File: src/rtl/ysyx_22050019_axi_arbiter_pkg.sv
// Shared encodings for the IFU/LSU memory-port arbiter: grant states, response
// codes and the fixed-priority pick used when leaving IDLE.
package ysyx_22050019_axi_arbiter_pkg;

  typedef logic [2:0] arb_state_t;

  localparam logic [2:0] ST_IDLE  = 3'd0;
  localparam logic [2:0] ST_IF_AR = 3'd1;
  localparam logic [2:0] ST_IF_R  = 3'd2;
  localparam logic [2:0] ST_LS_AR = 3'd3;
  localparam logic [2:0] ST_LS_R  = 3'd4;
  localparam logic [2:0] ST_LS_WR = 3'd5;

  localparam logic [1:0] RESP_OKAY   = 2'b00;
  localparam logic [1:0] RESP_SLVERR = 2'b10;

  // LSU write beats LSU read beats IFU fetch
  function automatic arb_state_t arb_pick(input logic lsu_aw, input logic lsu_ar,
                                          input logic ifu_ar);
    if (lsu_aw)      return ST_LS_WR;
    else if (lsu_ar) return ST_LS_AR;
    else if (ifu_ar) return ST_IF_AR;
    else             return ST_IDLE;
  endfunction

endpackage

File: src/rtl/ysyx_22050019_axi_arbiter_if.sv
// AXI4-lite-style five-channel bundle; master drives requests, slave answers.
interface ysyx_22050019_axi_arbiter_if #(
  parameter int ADDR_W = 64,
  parameter int DATA_W = 64
);
  logic              ar_valid;
  logic              ar_ready;
  logic [ADDR_W-1:0] ar_addr;
  logic              r_valid;
  logic              r_ready;
  logic [DATA_W-1:0] r_data;
  logic [1:0]        r_resp;
  logic              aw_valid;
  logic              aw_ready;
  logic [ADDR_W-1:0] aw_addr;
  logic              w_valid;
  logic              w_ready;
  logic [DATA_W-1:0] w_data;
  logic [DATA_W/8-1:0] w_strb;
  logic              b_valid;
  logic              b_ready;
  logic [1:0]        b_resp;

  modport master (
    output ar_valid, ar_addr, r_ready, aw_valid, aw_addr, w_valid, w_data, w_strb, b_ready,
    input  ar_ready, r_valid, r_data, r_resp, aw_ready, w_ready, b_valid, b_resp
  );

  modport slave (
    input  ar_valid, ar_addr, r_ready, aw_valid, aw_addr, w_valid, w_data, w_strb, b_ready,
    output ar_ready, r_valid, r_data, r_resp, aw_ready, w_ready, b_valid, b_resp
  );
endinterface

File: src/rtl/ysyx_22050019_arb_fsm.sv
// Grant state register for the memory-port arbiter plus the AW/W completion
// flags that gate B forwarding during a write.
module ysyx_22050019_arb_fsm
  import ysyx_22050019_axi_arbiter_pkg::*;
(
  input  logic       clk,
  input  logic       rst,
  input  logic       ifu_ar_valid,
  input  logic       lsu_ar_valid,
  input  logic       lsu_aw_valid,
  input  logic       ar_hs,
  input  logic       r_hs,
  input  logic       aw_hs,
  input  logic       w_hs,
  input  logic       b_hs,
  output arb_state_t state,
  output logic       aw_done,
  output logic       w_done
);

  arb_state_t state_nx;

  always_comb begin
    state_nx = state;
    case (state)
      ST_IDLE:  state_nx = arb_pick(lsu_aw_valid, lsu_ar_valid, ifu_ar_valid);
      ST_IF_AR: if (ar_hs) state_nx = ST_IF_R;
      ST_IF_R:  if (r_hs)  state_nx = ST_IDLE;
      ST_LS_AR: if (ar_hs) state_nx = ST_LS_R;
      ST_LS_R:  if (r_hs)  state_nx = ST_IDLE;
      ST_LS_WR: if (b_hs)  state_nx = ST_IDLE;
      default:             state_nx = ST_IDLE;
    endcase
  end

  always_ff @(posedge clk) begin
    if (rst) begin
      state   <= ST_IDLE;
      aw_done <= 1'b0;
      w_done  <= 1'b0;
    end else begin
      state <= state_nx;
      // B only completes once both flags are set, so leaving LS_WR clears them
      if (state == ST_LS_WR && b_hs) begin
        aw_done <= 1'b0;
        w_done  <= 1'b0;
      end else begin
        if (aw_hs) aw_done <= 1'b1;
        if (w_hs)  w_done  <= 1'b1;
      end
    end
  end

endmodule

File: src/rtl/ysyx_22050019_axi_arbiter.sv
// Shares one memory port between IFU (read-only) and LSU (read/write); single
// outstanding transaction, all forwarding combinational from the registered grant.
module ysyx_22050019_axi_arbiter
  import ysyx_22050019_axi_arbiter_pkg::*;
#(
  parameter int ADDR_W = 64,
  parameter int DATA_W = 64
) (
  input logic clk,
  input logic rst,
  ysyx_22050019_axi_arbiter_if.slave  ifu,
  ysyx_22050019_axi_arbiter_if.slave  lsu,
  ysyx_22050019_axi_arbiter_if.master slv
);

  arb_state_t        state;
  logic              aw_done;
  logic              w_done;
  logic              ar_hs, r_hs, aw_hs, w_hs, b_hs;
  logic [ADDR_W-1:0] ar_addr_sel;
  logic [DATA_W-1:0] r_data_fwd;
  logic              unused_ifu;

  assign ar_hs = slv.ar_valid & slv.ar_ready;
  assign r_hs  = slv.r_valid  & slv.r_ready;
  assign aw_hs = slv.aw_valid & slv.aw_ready;
  assign w_hs  = slv.w_valid  & slv.w_ready;
  assign b_hs  = slv.b_valid  & slv.b_ready;

  // The IFU never writes; its write-side request signals are ignored
  assign unused_ifu = ^{ifu.aw_valid, ifu.aw_addr, ifu.w_valid, ifu.w_data,
                        ifu.w_strb, ifu.b_ready};

  ysyx_22050019_arb_fsm u_fsm (
    .clk          (clk),
    .rst          (rst),
    .ifu_ar_valid (ifu.ar_valid),
    .lsu_ar_valid (lsu.ar_valid),
    .lsu_aw_valid (lsu.aw_valid),
    .ar_hs        (ar_hs),
    .r_hs         (r_hs),
    .aw_hs        (aw_hs),
    .w_hs         (w_hs),
    .b_hs         (b_hs),
    .state        (state),
    .aw_done      (aw_done),
    .w_done       (w_done)
  );

  assign slv.ar_addr = ar_addr_sel;
  assign r_data_fwd  = slv.r_data;

  always_comb begin
    ifu.ar_ready = 1'b0;
    ifu.r_valid  = 1'b0;
    ifu.r_data   = '0;
    ifu.r_resp   = RESP_OKAY;
    ifu.aw_ready = 1'b0;
    ifu.w_ready  = 1'b0;
    ifu.b_valid  = 1'b0;
    ifu.b_resp   = RESP_OKAY;
    lsu.ar_ready = 1'b0;
    lsu.r_valid  = 1'b0;
    lsu.r_data   = '0;
    lsu.r_resp   = RESP_OKAY;
    lsu.aw_ready = 1'b0;
    lsu.w_ready  = 1'b0;
    lsu.b_valid  = 1'b0;
    lsu.b_resp   = RESP_OKAY;
    slv.ar_valid = 1'b0;
    ar_addr_sel  = '0;
    slv.r_ready  = 1'b0;
    slv.aw_valid = 1'b0;
    slv.aw_addr  = '0;
    slv.w_valid  = 1'b0;
    slv.w_data   = '0;
    slv.w_strb   = '0;
    slv.b_ready  = 1'b0;
    case (state)
      ST_IF_AR: begin
        slv.ar_valid = ifu.ar_valid;
        ar_addr_sel  = ifu.ar_addr;
        ifu.ar_ready = slv.ar_ready;
      end
      ST_IF_R: begin
        ifu.r_valid = slv.r_valid;
        ifu.r_data  = r_data_fwd;
        ifu.r_resp  = slv.r_resp;
        slv.r_ready = ifu.r_ready;
      end
      ST_LS_AR: begin
        slv.ar_valid = lsu.ar_valid;
        ar_addr_sel  = lsu.ar_addr;
        lsu.ar_ready = slv.ar_ready;
      end
      ST_LS_R: begin
        lsu.r_valid = slv.r_valid;
        lsu.r_data  = r_data_fwd;
        lsu.r_resp  = slv.r_resp;
        slv.r_ready = lsu.r_ready;
      end
      ST_LS_WR: begin
        // each request channel goes quiet once its beat has been accepted
        if (!aw_done) begin
          slv.aw_valid = lsu.aw_valid;
          slv.aw_addr  = lsu.aw_addr;
          lsu.aw_ready = slv.aw_ready;
        end
        if (!w_done) begin
          slv.w_valid = lsu.w_valid;
          slv.w_data  = lsu.w_data;
          slv.w_strb  = lsu.w_strb;
          lsu.w_ready = slv.w_ready;
        end
        if (aw_done && w_done) begin
          lsu.b_valid = slv.b_valid;
          lsu.b_resp  = slv.b_resp;
          slv.b_ready = lsu.b_ready;
        end
      end
      default: ;
    endcase
  end

endmodule

File: src/flat_wrapper.sv
// flat-port wrapper written by rule: the top's interface ports become plain ports
module ysyx_22050019_axi_arbiter_flat import ysyx_22050019_axi_arbiter_pkg::*;
#(
  parameter int ADDR_W = 64,
  parameter int DATA_W = 64
)
  (clk, rst, ifu_ar_valid, ifu_ar_addr, ifu_r_ready, ifu_aw_valid, ifu_aw_addr, ifu_w_valid, ifu_w_data, ifu_w_strb, ifu_b_ready, ifu_ar_ready, ifu_r_valid, ifu_r_data, ifu_r_resp, ifu_aw_ready, ifu_w_ready, ifu_b_valid, ifu_b_resp, lsu_ar_valid, lsu_ar_addr, lsu_r_ready, lsu_aw_valid, lsu_aw_addr, lsu_w_valid, lsu_w_data, lsu_w_strb, lsu_b_ready, lsu_ar_ready, lsu_r_valid, lsu_r_data, lsu_r_resp, lsu_aw_ready, lsu_w_ready, lsu_b_valid, lsu_b_resp, slv_ar_valid, slv_ar_addr, slv_r_ready, slv_aw_valid, slv_aw_addr, slv_w_valid, slv_w_data, slv_w_strb, slv_b_ready, slv_ar_ready, slv_r_valid, slv_r_data, slv_r_resp, slv_aw_ready, slv_w_ready, slv_b_valid, slv_b_resp);
  ysyx_22050019_axi_arbiter_if #(.ADDR_W(ADDR_W), .DATA_W(DATA_W)) ifu_i ();
  ysyx_22050019_axi_arbiter_if #(.ADDR_W(ADDR_W), .DATA_W(DATA_W)) lsu_i ();
  ysyx_22050019_axi_arbiter_if #(.ADDR_W(ADDR_W), .DATA_W(DATA_W)) slv_i ();
  input logic clk;
  input logic rst;
  input wire logic [$bits(ifu_i.ar_valid)-1:0] ifu_ar_valid;
  input wire logic [$bits(ifu_i.ar_addr)-1:0] ifu_ar_addr;
  input wire logic [$bits(ifu_i.r_ready)-1:0] ifu_r_ready;
  input wire logic [$bits(ifu_i.aw_valid)-1:0] ifu_aw_valid;
  input wire logic [$bits(ifu_i.aw_addr)-1:0] ifu_aw_addr;
  input wire logic [$bits(ifu_i.w_valid)-1:0] ifu_w_valid;
  input wire logic [$bits(ifu_i.w_data)-1:0] ifu_w_data;
  input wire logic [$bits(ifu_i.w_strb)-1:0] ifu_w_strb;
  input wire logic [$bits(ifu_i.b_ready)-1:0] ifu_b_ready;
  output wire logic [$bits(ifu_i.ar_ready)-1:0] ifu_ar_ready;
  output wire logic [$bits(ifu_i.r_valid)-1:0] ifu_r_valid;
  output wire logic [$bits(ifu_i.r_data)-1:0] ifu_r_data;
  output wire logic [$bits(ifu_i.r_resp)-1:0] ifu_r_resp;
  output wire logic [$bits(ifu_i.aw_ready)-1:0] ifu_aw_ready;
  output wire logic [$bits(ifu_i.w_ready)-1:0] ifu_w_ready;
  output wire logic [$bits(ifu_i.b_valid)-1:0] ifu_b_valid;
  output wire logic [$bits(ifu_i.b_resp)-1:0] ifu_b_resp;
  input wire logic [$bits(lsu_i.ar_valid)-1:0] lsu_ar_valid;
  input wire logic [$bits(lsu_i.ar_addr)-1:0] lsu_ar_addr;
  input wire logic [$bits(lsu_i.r_ready)-1:0] lsu_r_ready;
  input wire logic [$bits(lsu_i.aw_valid)-1:0] lsu_aw_valid;
  input wire logic [$bits(lsu_i.aw_addr)-1:0] lsu_aw_addr;
  input wire logic [$bits(lsu_i.w_valid)-1:0] lsu_w_valid;
  input wire logic [$bits(lsu_i.w_data)-1:0] lsu_w_data;
  input wire logic [$bits(lsu_i.w_strb)-1:0] lsu_w_strb;
  input wire logic [$bits(lsu_i.b_ready)-1:0] lsu_b_ready;
  output wire logic [$bits(lsu_i.ar_ready)-1:0] lsu_ar_ready;
  output wire logic [$bits(lsu_i.r_valid)-1:0] lsu_r_valid;
  output wire logic [$bits(lsu_i.r_data)-1:0] lsu_r_data;
  output wire logic [$bits(lsu_i.r_resp)-1:0] lsu_r_resp;
  output wire logic [$bits(lsu_i.aw_ready)-1:0] lsu_aw_ready;
  output wire logic [$bits(lsu_i.w_ready)-1:0] lsu_w_ready;
  output wire logic [$bits(lsu_i.b_valid)-1:0] lsu_b_valid;
  output wire logic [$bits(lsu_i.b_resp)-1:0] lsu_b_resp;
  output wire logic [$bits(slv_i.ar_valid)-1:0] slv_ar_valid;
  output wire logic [$bits(slv_i.ar_addr)-1:0] slv_ar_addr;
  output wire logic [$bits(slv_i.r_ready)-1:0] slv_r_ready;
  output wire logic [$bits(slv_i.aw_valid)-1:0] slv_aw_valid;
  output wire logic [$bits(slv_i.aw_addr)-1:0] slv_aw_addr;
  output wire logic [$bits(slv_i.w_valid)-1:0] slv_w_valid;
  output wire logic [$bits(slv_i.w_data)-1:0] slv_w_data;
  output wire logic [$bits(slv_i.w_strb)-1:0] slv_w_strb;
  output wire logic [$bits(slv_i.b_ready)-1:0] slv_b_ready;
  input wire logic [$bits(slv_i.ar_ready)-1:0] slv_ar_ready;
  input wire logic [$bits(slv_i.r_valid)-1:0] slv_r_valid;
  input wire logic [$bits(slv_i.r_data)-1:0] slv_r_data;
  input wire logic [$bits(slv_i.r_resp)-1:0] slv_r_resp;
  input wire logic [$bits(slv_i.aw_ready)-1:0] slv_aw_ready;
  input wire logic [$bits(slv_i.w_ready)-1:0] slv_w_ready;
  input wire logic [$bits(slv_i.b_valid)-1:0] slv_b_valid;
  input wire logic [$bits(slv_i.b_resp)-1:0] slv_b_resp;
  assign ifu_i.ar_valid = ifu_ar_valid;
  assign ifu_i.ar_addr = ifu_ar_addr;
  assign ifu_i.r_ready = ifu_r_ready;
  assign ifu_i.aw_valid = ifu_aw_valid;
  assign ifu_i.aw_addr = ifu_aw_addr;
  assign ifu_i.w_valid = ifu_w_valid;
  assign ifu_i.w_data = ifu_w_data;
  assign ifu_i.w_strb = ifu_w_strb;
  assign ifu_i.b_ready = ifu_b_ready;
  assign ifu_ar_ready = ifu_i.ar_ready;
  assign ifu_r_valid = ifu_i.r_valid;
  assign ifu_r_data = ifu_i.r_data;
  assign ifu_r_resp = ifu_i.r_resp;
  assign ifu_aw_ready = ifu_i.aw_ready;
  assign ifu_w_ready = ifu_i.w_ready;
  assign ifu_b_valid = ifu_i.b_valid;
  assign ifu_b_resp = ifu_i.b_resp;
  assign lsu_i.ar_valid = lsu_ar_valid;
  assign lsu_i.ar_addr = lsu_ar_addr;
  assign lsu_i.r_ready = lsu_r_ready;
  assign lsu_i.aw_valid = lsu_aw_valid;
  assign lsu_i.aw_addr = lsu_aw_addr;
  assign lsu_i.w_valid = lsu_w_valid;
  assign lsu_i.w_data = lsu_w_data;
  assign lsu_i.w_strb = lsu_w_strb;
  assign lsu_i.b_ready = lsu_b_ready;
  assign lsu_ar_ready = lsu_i.ar_ready;
  assign lsu_r_valid = lsu_i.r_valid;
  assign lsu_r_data = lsu_i.r_data;
  assign lsu_r_resp = lsu_i.r_resp;
  assign lsu_aw_ready = lsu_i.aw_ready;
  assign lsu_w_ready = lsu_i.w_ready;
  assign lsu_b_valid = lsu_i.b_valid;
  assign lsu_b_resp = lsu_i.b_resp;
  assign slv_ar_valid = slv_i.ar_valid;
  assign slv_ar_addr = slv_i.ar_addr;
  assign slv_r_ready = slv_i.r_ready;
  assign slv_aw_valid = slv_i.aw_valid;
  assign slv_aw_addr = slv_i.aw_addr;
  assign slv_w_valid = slv_i.w_valid;
  assign slv_w_data = slv_i.w_data;
  assign slv_w_strb = slv_i.w_strb;
  assign slv_b_ready = slv_i.b_ready;
  assign slv_i.ar_ready = slv_ar_ready;
  assign slv_i.r_valid = slv_r_valid;
  assign slv_i.r_data = slv_r_data;
  assign slv_i.r_resp = slv_r_resp;
  assign slv_i.aw_ready = slv_aw_ready;
  assign slv_i.w_ready = slv_w_ready;
  assign slv_i.b_valid = slv_b_valid;
  assign slv_i.b_resp = slv_b_resp;
  ysyx_22050019_axi_arbiter #(.ADDR_W(ADDR_W), .DATA_W(DATA_W)) u_core (.clk(clk), .rst(rst), .ifu(ifu_i), .lsu(lsu_i), .slv(slv_i));
endmodule
File: config.mk
export PLATFORM = sky130hd
export DESIGN_NAME = ysyx_22050019_axi_arbiter_flat
export DESIGN_NICKNAME = d
export VERILOG_FILES = /design/src/rtl/ysyx_22050019_axi_arbiter_pkg.sv /design/src/rtl/ysyx_22050019_axi_arbiter_if.sv /design/src/rtl/ysyx_22050019_arb_fsm.sv /design/src/rtl/ysyx_22050019_axi_arbiter.sv /design/src/flat_wrapper.sv
export SDC_FILE = /design/constraint.sdc
export NUM_CORES = 1
export LEC_CHECK = 0
export BUFFER_PORTS_ARGS = -buffer_cell sky130_fd_sc_hd__buf_4
export CAP_MARGIN = 25
export CORE_AREA = 5 5 318 320
export DETAILED_ROUTE_END_ITERATION = 7
export DIE_AREA = 0 0 323 325
export REMOVE_ABC_BUFFERS = 1
export SYNTH_ARGS = -nofsm -noshare
export SYNTH_HDL_FRONTEND = slang
export SYNTH_SLANG_ARGS = --single-unit
export TNS_END_PERCENT = 30
File: constraint.sdc
create_clock -name clk -period 1.5 [get_ports clk]
set_input_delay 0.3 -clock clk [delete_from_list [all_inputs] [get_ports clk]]
set_output_delay 0.3 -clock clk [all_outputs]
set_load 0.02 [all_outputs]
==> results of run 1 <==
[stage by stage]
stage	setup TNS (ns)	util	setup WS (ns)	hold slack, ns	total power [uW]
finish	-151.52	0.1376	-0.5070	0.2868	16890
global route	-168.90	0.1369	-0.5742	0.2906	17630
global placement	-80.88	0.1022	-0.4004	0.5209	11090
detailed placement	-80.84	0.1022	-0.4418	0.5225	11100
CTS	-152.35	0.1149	-0.5483	0.2851	14120
floorplan	-441.60	-	-2.013	0.3691	4434
[layout by cell type (no fill, tap or decap), drive strengths merged]
cell	instances
clkbuf	19
a22oi	1
a31oi	3
inv	2
and2b	1
and2	212
dlymetal6s2s	1
and3b	1
clkinv	1
conb	5
mux2i	1
a21oi	4
a32o	1
diode	34
nor2	4
dfxtp	5
buf	776
nor3	9
or3	1
nor4	1
a211o	1
o21ai	2
a22o	65
and3	69
nor3b	2
mux2	1
nand2	2
[metal layers]
| layer | vias to the layer above | share of wire |
|---|---|---|
| li1 | 3083 | - |
| met1 | 3372 | 0.41 |
| met2 | 567 | 0.42 |
| met3 | 122 | 0.14 |
| met4 | 70 | 0.022 |
| met5 | - | 0.0056 |
[power by group]
| group | total, uW | switching (uW) | internal, uW |
|---|---|---|---|
| logic | 16200 | 8330 | 7900 |
| registers | 218 | 35.2 | 183 |
| clock network | 446 | 97.0 | 349 |
[area by class of cell]
class,instances,area (sq um),area share
timing repair buffer,793,8143,0.6048
clock inverter,1,5.005,0.0003717
inverter,2,10.01,0.0007434
sequential,5,106.4,0.007899
antenna,34,85.08,0.006319
tap,1287,1610,0.1196
multi-input combinational,386,3430,0.2547
clock buffer,3,75.07,0.005576
[timing repair]
| action | CTS | global route |
|---|---|---|
| endpoints found under the setup margin | 349 | 349 |
| gates resized for setup | 188 | 417 |
| buffers inserted | 9 | 18 |
| pin swaps | 21 | 183 |
| gates cloned | 12 | 21 |
[worst max path at each step]
stage                                         endpoint                               start  cells past startpoint  slack [ns]
detailed placement  u_core.u_fsm.state[1]$_SDFFE_PP0P_  u_core.u_fsm.state[1]$_SDFFE_PP0P_                      6       -0.44
finish                                  ifu_r_data[37]  u_core.u_fsm.state[0]$_SDFFE_PP0P_                      6       -0.51
floorplan                               slv_ar_addr[0]  u_core.u_fsm.state[0]$_SDFFE_PP0P_                      3       -2.01
global route                            slv_ar_addr[7]  u_core.u_fsm.state[0]$_SDFFE_PP0P_                      7       -0.57
global placement                       slv_ar_addr[40]  u_core.u_fsm.state[1]$_SDFFE_PP0P_                      6       -0.40
CTS                                    slv_ar_addr[25]  u_core.u_fsm.state[1]$_SDFFE_PP0P_                      6       -0.55
[state kept, by name, summed over array words and instances, names as in the netlist]
name	flops
u_core.u_fsm.w_done	1
u_core.u_fsm.aw_done	1
u_core.u_fsm.state	3
[logic make-up after synthesis]
family	Yosys count
flops	5
buf+inv	60
other cells	1
simple gates	302
compound gates	77
mux	2
==> results.json, run 1 <==
{
  "grtUsageMet3": 0.08860,
  "crit_chain": "buf_8 > nor3b_4 > buf_6 > clkbuf_16 > and2_1 > buf_6",
  "final_nets": 1676,
  "clockRootBuffer": "clkbuf_16",
  "fillCellCount": 11154,
  "vias": 7214,
  "drive_above_1_share": 0.8487,
  "layout_setup_ws_ns": -0.5070,
  "final_antenna_net_count": 0,
  "cts_tree": "built",
  "ys_seq_area_frac": 0.03387,
  "hold_viol": 0,
  "worstPathRequired_ns": 1.20,
  "yosysTopAreaCellShare": 0.4488,
  "maxCapViolCount": 0,
  "yosysMostFrequentCell": "and2_1",
  "yosysWarnings": 0,
  "area_growth_pct": 355.6,
  "cts_buffer_depth": 2,
  "min_from": "rst",
  "slew_violations": 0,
  "grt_pass1_wl_um": 90500,
  "crit_path_top_delay_cell": "dfxtp_4",
  "grtUsageMet1": 0.1699,
  "dpl_cell_area_sq_um": 9997,
  "cts_made_buffers": 3,
  "synthAdderAreaFrac": 0,
  "placementRows": 115,
  "grt_pass1_vias": 6692,
  "ys_ff_latch": 5,
  "syn_area_sq_um": 2955,
  "fp.dieW_um": 323,
  "synthXorXnorAreaFrac": 0,
  "drtPass1Iterations": 6,
  "critPathLaunchType": "flip-flop",
  "syn_avg_cell_area_sq_um": 6.611,
  "holdPathStages": 2,
  "reg2reg_to": "u_core.u_fsm.state[2]$_SDFFE_PP0P_",
  "crit_buf_inv": 4,
  "grt_use_met2": 0.2108,
  "outcome": "finished, violations left",
  "place.gp.congestion": 0.7908,
  "ir_worst_vdd_mv": 0.5083,
  "avgRoutedWirePerCell_um": 32.41,
  "min_to": "u_core.u_fsm.state[1]$_SDFFE_PP0P_",
  "r2r-start": "u_core.u_fsm.state[1]$_SDFFE_PP0P_",
  "synth_area_leaders": "and2_1 45%, a22o_1 19%, and3_1 14%, buf_2 4.6%, dfxtp_1 3.4%",
  "core_sq_um": 97840,
  "antenna_found_initial": 85,
  "ctsHoldBuffers": 0,
  "cts-htree-levels": 1,
  "synth-simple-area-share": 0.6401,
  "grt.total_usage": 0.1381,
  "min_period_ns": 2.007,
  "rrSetupSlack_ns": -0.34,
  "reg2regPathDepth": 8,
  "worstSkewPairLatency_ns": 0.23,
  "grt-busiest-layer": "met2",
  "violations": "negative setup slack",
  "crit_top_cell": "buf_6",
  "synth_top_family_by_area": "simple AND/OR/NAND/NOR gates",
  "cts_sinks": 5,
  "ys_types": 29,
  "clock.fmax_mhz": 498.3,
  "drt_iter0_markers": 328,
  "worstSetupPathType": "reg2out",
  "yosysTopAreaCell": "and2_1",
  "worstPathMaxFanout": 22,
  "synthFlopType": "dfxtp_1",
  "synth.mux.area_fraction": 0.007197,
  "die_h_um": 325,
  "p_per_area_nw_per_um2": 1254,
  "synth_edf_count": 0,
  "overflow": 0,
  "dp_hpwl_um": 68700,
  "total_leakage_power_uw": 0.006346,
  "drt-total-wl_um": 81370,
  "numPortBuffers": 691,
  "synth_compound_area_frac": 0.2210,
  "route.detailed.drc": 0,
  "worstPathArrival_ns": 1.71,
  "path_clk_slew_ns": 0.04,
  "initial_core_util": 0.03020,
  "critPathCaptureType": "primary output",
  "ios": 836,
  "vias_per_cell": 2.873,
  "finalSetupViolCount": 349,
  "syn_inst": 447,
  "grt_max_degree": 47,
  "yosys-top-cells-count": "212 x and2_1, 68 x and3_1, 65 x a22o_1",
  "final_cells": 2511,
  "skew_ns": 0.001509,
  "crit_family": "buffers and inverters",
  "cp_slowest_stage_delay_ns": 0.35,
  "design_area_sq_um": 13460,
  "rsz0062_at_grt": "true",
  "synthArstFlopShare": 0,
  "timing.final.crit_share": 1.338,
  "dp.cells": 2414,
  "hold_path.class": "in2reg",
  "dieArea_sq_um": 105000
}
No activity file was read; power rests on OpenSTA's default activity.
==> run 2, diff against run 1 <==
--- a/config.mk
+++ b/config.mk
@@ -7,9 +7,9 @@
 export LEC_CHECK = 0
 export BUFFER_PORTS_ARGS = -buffer_cell sky130_fd_sc_hd__buf_4
 export CAP_MARGIN = 25
-export CORE_AREA = 5 5 318 320
+export CORE_AREA = 5 5 323 325
 export DETAILED_ROUTE_END_ITERATION = 7
-export DIE_AREA = 0 0 323 325
+export DIE_AREA = 0 0 328 330
 export REMOVE_ABC_BUFFERS = 1
 export SYNTH_ARGS = -nofsm -noshare
 export SYNTH_HDL_FRONTEND = slang
==> constraint.sdc (replaced) <==
create_clock -name clk -period 2.4 [get_ports clk]
set_input_delay 0.48 -clock clk [delete_from_list [all_inputs] [get_ports clk]]
set_output_delay 0.48 -clock clk [all_outputs]
set_load 0.02 [all_outputs]
==> run 2 against run 1 <==
Compared with the run above:
- the run now ends clean
- setup slack better by 0.61 ns
- global-route usage shrank 0.33 points
- clock power down 38%
- via count is 10% lower
- register-to-register slack better by 1.0 ns
- critical path depth unchanged
- first-iteration DRC count shrank 9.1%
- total power is 57% lower
- sequential share of layout area up 0.19 points
- non-clock buffer count decreased by 69
- critical path type unchanged
- largest cell class unchanged
==> results.json, run 2 (synthesized netlist as in run 1, its figures left out) <==
{
  "worstPathMaxFanout": 21,
  "min_from": "rst",
  "cts_sinks": 5,
  "p_int_uw": 2973,
  "rsz0062_at_grt": "true",
  "clock.fmax_mhz": 434.5,
  "grt_pass1_wl_um": 90310,
  "die_h_um": 330,
  "r2r-start": "u_core.u_fsm.state[1]$_SDFFE_PP0P_",
  "final_nets": 1607,
  "core_sq_um": 101200,
  "hold_viol": 0,
  "final_antenna_net_count": 0,
  "top_regs": "u_core.u_fsm.state: 3 flops, u_core.u_fsm.aw_done: 1 flops, u_core.u_fsm.w_done: 1 flops",
  "fillCellCount": 11826,
  "worstPathRequired_ns": 1.92,
  "switching_power_uw": 4257,
  "worstSetupPathType": "reg2out",
  "cts_setup_buffers": 0,
  "combPwrFrac": 0.945,
  "avgRoutedWirePerCell_um": 31.19,
  "placementRows": 117,
  "max_slew.worst_pin.slew_ns": 0.6154,
  "total_leakage_power_uw": 0.005198,
  "reg2regPathDepth": 6,
  "clockRootBuffer": "clkbuf_16",
  "path_clk_slew_ns": 0.04,
  "critPathCaptureType": "primary output",
  "timing.final.crit_share": 0.9590,
  "min_period_ns": 2.302,
  "regMostFlops": "u_core.u_fsm.state",
  "dp_hpwl_um": 73700,
  "outcome": "completed",
  "antenna_found_initial": 63,
  "critPathLaunchType": "flip-flop",
  "drt_iter0_markers": 298,
  "vias": 6482,
  "fp.dieW_um": 328,
  "dieArea_sq_um": 108200,
  "p_per_area_nw_per_um2": 708.4,
  "hold_path.class": "in2reg",
  "reg2reg_to": "u_core.u_fsm.state[1]$_SDFFE_PP0P_",
  "area_growth_pct": 245.3,
  "initial_core_util": 0.02922,
  "ios": 836,
  "maxSlewHeadroom": 0.5898,
  "route.detailed.drc": 0,
  "cts_made_buffers": 3,
  "vias_per_cell": 2.589,
  "grt.total_usage": 0.1348,
  "place.gp.congestion": 0.8209,
  "cts_buffer_depth": 2,
  "drive_above_1_share": 0.6655,
  "grt_pass1_vias": 6363,
  "worstPathArrival_ns": 1.82,
  "drtPass1Iterations": 5,
  "dpl_worst_slack_ns": 0.2216,
  "cts_tree": "built",
  "final_common_cell": "buf_4",
  "pwr-share-clk": 0.038,
  "cts_resized": 1,
  "sw_frac_of_total": 0.5888,
  "grt_max_degree": 70,
  "slew_violations": 0,
  "holdPathStages": 2,
  "ir_worst_vdd_mv": 0.3673,
  "numPortBuffers": 691,
  "setup_tns_ns": 0,
  "finalSetupViolCount": 0,
  "maxCapViolCount": 0,
  "ctsHoldBuffers": 0,
  "largest_register_ffs": 3,
  "skew_ns": 0.001507,
  "pwr-share-seq": 0.017,
  "layout_common_cells": "706 x buf_4, 212 x and2_1, 68 x and3_1",
  "rrSetupSlack_ns": 0.67,
  "p_total_uw": 7230,
  "worstSkewPairLatency_ns": 0.23,
  "min_to": "u_core.u_fsm.aw_done$_SDFFE_PP0P_",
  "overflow": 0,
  "layout_setup_ws_ns": 0.09838,
  "cts-htree-levels": 1,
  "drt-total-wl_um": 78090
}
## run 2: changes by cell type in the layout (fill, tap and decap cells not counted), sizes merged
cell / before / now
buf: 776 / 724
clkbuf: 19 / 4
clkinv: 1 / 0
diode: 34 / 15
dlymetal6s2s: 1 / 0
## run 2: layout make-up
cell class,instances,area [sq um],area share
Inverter,2,7.507,0.0007356
Clock buffer,4,78.83,0.007723
Tap cell,1368,1712,0.1677
Sequential cell,5,100.1,0.009808
Antenna cell,15,37.54,0.003678
Multi-Input combinational cell,386,2645,0.2592
Timing Repair Buffer,724,5625,0.5512
## run 2: power groups by stage
stage	clock network, uW	registers (uW)	logic, uW
finish	278	121	6830
global route	285	125	7350
CTS	277	120	7080
detailed placement	0	121	7040
global placement	0	119	7030
floorplan	0	159	2610
## run 2: critical path, stage by stage (launching register included)
cell and delay [ns]:
dfxtp_1 0.31, buf_4 0.19, nor3b_4 0.29, buf_12 0.20, buf_12 0.17, a22o_1 0.20, buf_6 0.18
## run 2: worst max path at each step
stage	from	to	slack (ns)	cells after the start
6_report	u_core.u_fsm.state[1]$_SDFFE_PP0P_	slv_ar_addr[30]	0.1	6
5_1_grt	u_core.u_fsm.state[1]$_SDFFE_PP0P_	slv_aw_addr[45]	-0.01	7
4_1_cts	u_core.u_fsm.state[1]$_SDFFE_PP0P_	slv_ar_addr[26]	0.008	6
3_5_place_dp	u_core.u_fsm.state[1]$_SDFFE_PP0P_	slv_ar_addr[22]	0.22	6
3_3_place_gp	u_core.u_fsm.state[1]$_SDFFE_PP0P_	slv_ar_addr[22]	0.23	6
2_1_floorplan	u_core.u_fsm.state[0]$_SDFFE_PP0P_	slv_ar_addr[0]	-1.29	3
## run 2: routing by layer
metal / up-vias / part of all wire / global-route usage
met3: 86 / 0.17 / 0.1005
met5: - / 0.0051 / 0
met4: 62 / 0.014 / 0.01715
met1: 2939 / 0.38 / 0.1525
li1: 2893 / - / -
met2: 502 / 0.43 / 0.2101
## run 2: per-stage QoR
stage | hold WS (ns) | instances | utilization | area (sq um)
3_5_place_dp | 0.5841 | 2485 | 0.09934 | 10050
5_1_grt | 0.4737 | 2489 | 0.1005 | 10170
4_1_cts | 0.4647 | 2489 | 0.1001 | 10130
3_3_place_gp | 0.5668 | 2485 | 0.09934 | 10050
6_report | 0.4658 | 2504 | 0.1009 | 10210
2_1_floorplan | 0.5093 | 393 | - | 2693
==> run 3, diff against run 2 <==
--- a/config.mk
+++ b/config.mk
@@ -7,9 +7,9 @@
 export LEC_CHECK = 0
 export BUFFER_PORTS_ARGS = -buffer_cell sky130_fd_sc_hd__buf_4
 export CAP_MARGIN = 25
-export CORE_AREA = 5 5 323 325
+export CORE_AREA = 2 2 330 332
 export DETAILED_ROUTE_END_ITERATION = 7
-export DIE_AREA = 0 0 328 330
+export DIE_AREA = 0 0 332 334
 export REMOVE_ABC_BUFFERS = 1
 export SYNTH_ARGS = -nofsm -noshare
 export SYNTH_HDL_FRONTEND = slang
==> run 3 against run 2 <==
Compared with the run above:
- cell area increased by 0.33%
- register-to-register slack got worse by 0.22 ns
- fmax about the same
- sequential power about the same
- clock power decreased by 2%
- sequential share of layout area about the same
- global-route usage decreased by 0.47 points
- setup slack got worse by 0.0018 ns
- via count increased by 2.1%
- cell count increased by 2.3%
- total power decreased by 2.6%
- utilization decreased by 0.59 points
- critical endpoint is now lsu_r_data[4]
- highest routed layer unchanged
==> results.json, run 3 (synthesized netlist as in run 1, its figures left out) <==
{
  "p_total_uw": 7044,
  "reg2regPathDepth": 6,
  "critPathLaunchType": "flip-flop",
  "ctsHoldBuffers": 0,
  "max_slew.worst_pin.slew_ns": 0.7296,
  "regMostFlops": "u_core.u_fsm.state",
  "p_per_area_nw_per_um2": 687.9,
  "maxSlewHeadroom": 0.5136,
  "dieArea_sq_um": 110900,
  "cts_sinks": 5,
  "timing.final.crit_share": 0.9598,
  "hold_viol": 0,
  "cts_buffer_depth": 2,
  "overflow": 0,
  "numPortBuffers": 691,
  "drive_above_1_share": 0.6631,
  "grt_pass1_vias": 6250,
  "antenna_found_initial": 93,
  "worstSetupPathType": "reg2out",
  "rsz0062_at_grt": "false",
  "avgRoutedWirePerCell_um": 29.57,
  "route.detailed.drc": 0,
  "slew_violations": 0,
  "holdPathStages": 2,
  "cts_tree": "built",
  "outcome": "completed",
  "cts-htree-levels": 1,
  "clock.fmax_mhz": 434.1,
  "vias": 6620,
  "die_h_um": 334,
  "ir_worst_vdd_mv": 0.4448,
  "drt_iter0_markers": 227,
  "hold_path.class": "in2reg",
  "ios": 836,
  "final_nets": 1608,
  "path_clk_slew_ns": 0.03,
  "drtPass1Iterations": 4,
  "core_sq_um": 107800,
  "area_growth_pct": 246.5,
  "placementRows": 121,
  "largest_register_ffs": 3,
  "worstPathMaxFanout": 69,
  "drt-total-wl_um": 75770,
  "vias_per_cell": 2.584,
  "pwr-share-clk": 0.039,
  "design_area_sq_um": 10240,
  "layout_common_cells": "713 x buf_4, 212 x and2_1, 68 x and3_1",
  "dp_hpwl_um": 71470,
  "maxCapViolCount": 0,
  "total_leakage_power_uw": 0.005179,
  "fp.dieW_um": 332,
  "place.gp.congestion": 0.7851,
  "worstPathRequired_ns": 1.92,
  "p_int_uw": 2914,
  "top_regs": "u_core.u_fsm.state: 3 flops, u_core.u_fsm.aw_done: 1 flops, u_core.u_fsm.w_done: 1 flops",
  "worstSkewPairLatency_ns": 0.23,
  "switching_power_uw": 4130,
  "final_antenna_net_count": 0,
  "critPathCaptureType": "primary output",
  "cts_made_buffers": 3,
  "clockRootBuffer": "clkbuf_16",
  "initial_core_util": 0.02742,
  "final_common_cell": "buf_4",
  "grt_pass1_wl_um": 88580,
  "sw_frac_of_total": 0.5863,
  "fillCellCount": 12644,
  "min_period_ns": 2.303,
  "combPwrFrac": 0.944,
  "finalSetupViolCount": 0,
  "grt.total_usage": 0.1301,
  "skew_ns": 0.003004,
  "worstPathArrival_ns": 1.82,
  "pwr-share-seq": 0.017,
  "dpl_cell_area_sq_um": 10090,
  "grt_max_degree": 70
}
[run 3: changes by cell type in the layout (fill, tap and decap cells not counted)]
cell	previous run	this run
buf_12	14	12
buf_4	706	713
a22o_2	7	6
buf_6	4	0
a22o_1	56	59
a22o_4	2	0
diode_2	15	26
[run 3: final timing paths]
kind | start | end | slack (ns)
setup / recovery | u_core.u_fsm.state[1]$_SDFFE_PP0P_ | lsu_r_data[4] | 0.1
hold / removal | rst | u_core.u_fsm.state[1]$_SDFFE_PP0P_ | 0.46
setup reg to reg | u_core.u_fsm.state[1]$_SDFFE_PP0P_ | u_core.u_fsm.state[1]$_SDFFE_PP0P_ | 0.45
hold reg to reg | u_core.u_fsm.aw_done$_SDFFE_PP0P_ | u_core.u_fsm.aw_done$_SDFFE_PP0P_ | 0.60
[run 3: layout make-up]
cell class / count / area [sq um] / share of cell area
Antenna cell: 26 / 65.06 / 0.006354
Clock buffer: 4 / 78.83 / 0.007698
Inverter: 2 / 7.507 / 0.0007331
Multi-Input combinational cell: 386 / 2626 / 0.2565
Sequential cell: 5 / 100.1 / 0.009775
Tap cell: 1414 / 1769 / 0.1728
Timing Repair Buffer: 725 / 5593 / 0.5462
[run 3: power by group through the flow]
stage	clock network, uW	logic, uW	registers (uW)
5_1_grt	284	7160	123
4_1_cts	276	6910	120
6_report	273	6650	119
3_3_place_gp	0	6870	120
2_1_floorplan	0	2610	159
3_5_place_dp	0	6880	120
[run 3: per-stage QoR]
step	util	instances	hold slack (ns)	setup slack [ns]	TNS [ns]
floorplan	-	393	0.5093	-1.293	-239.45
global placement	0.09359	2532	0.5733	0.3019	0
detailed placement	0.09359	2532	0.5989	0.3029	0
CTS	0.09432	2536	0.4616	0.04826	0
global route	0.09455	2543	0.4714	0.001601	0
finish	0.09499	2562	0.4633	0.09653	0
[run 3: layer usage]
metal  wire length (um)  GRT usage  up-vias
met5                651          0        -
met4                948    0.01528      102
met3              12930     0.1047      130
met2              33020     0.2038      513
met1              28220     0.1396     2964
li1                   -          -     2911
[run 3: what timing repair did]
action,CTS,global route
setup endpoints to repair,0,6
buffers inserted,0,0
gates resized for setup,0,6
[run 3: worst max-delay path, stage by stage (launching register included)]
cell and delay (ns):
dfxtp_1 0.29, and2b_4 0.24, buf_4 0.57, and3_1 0.30, buf_4 0.16
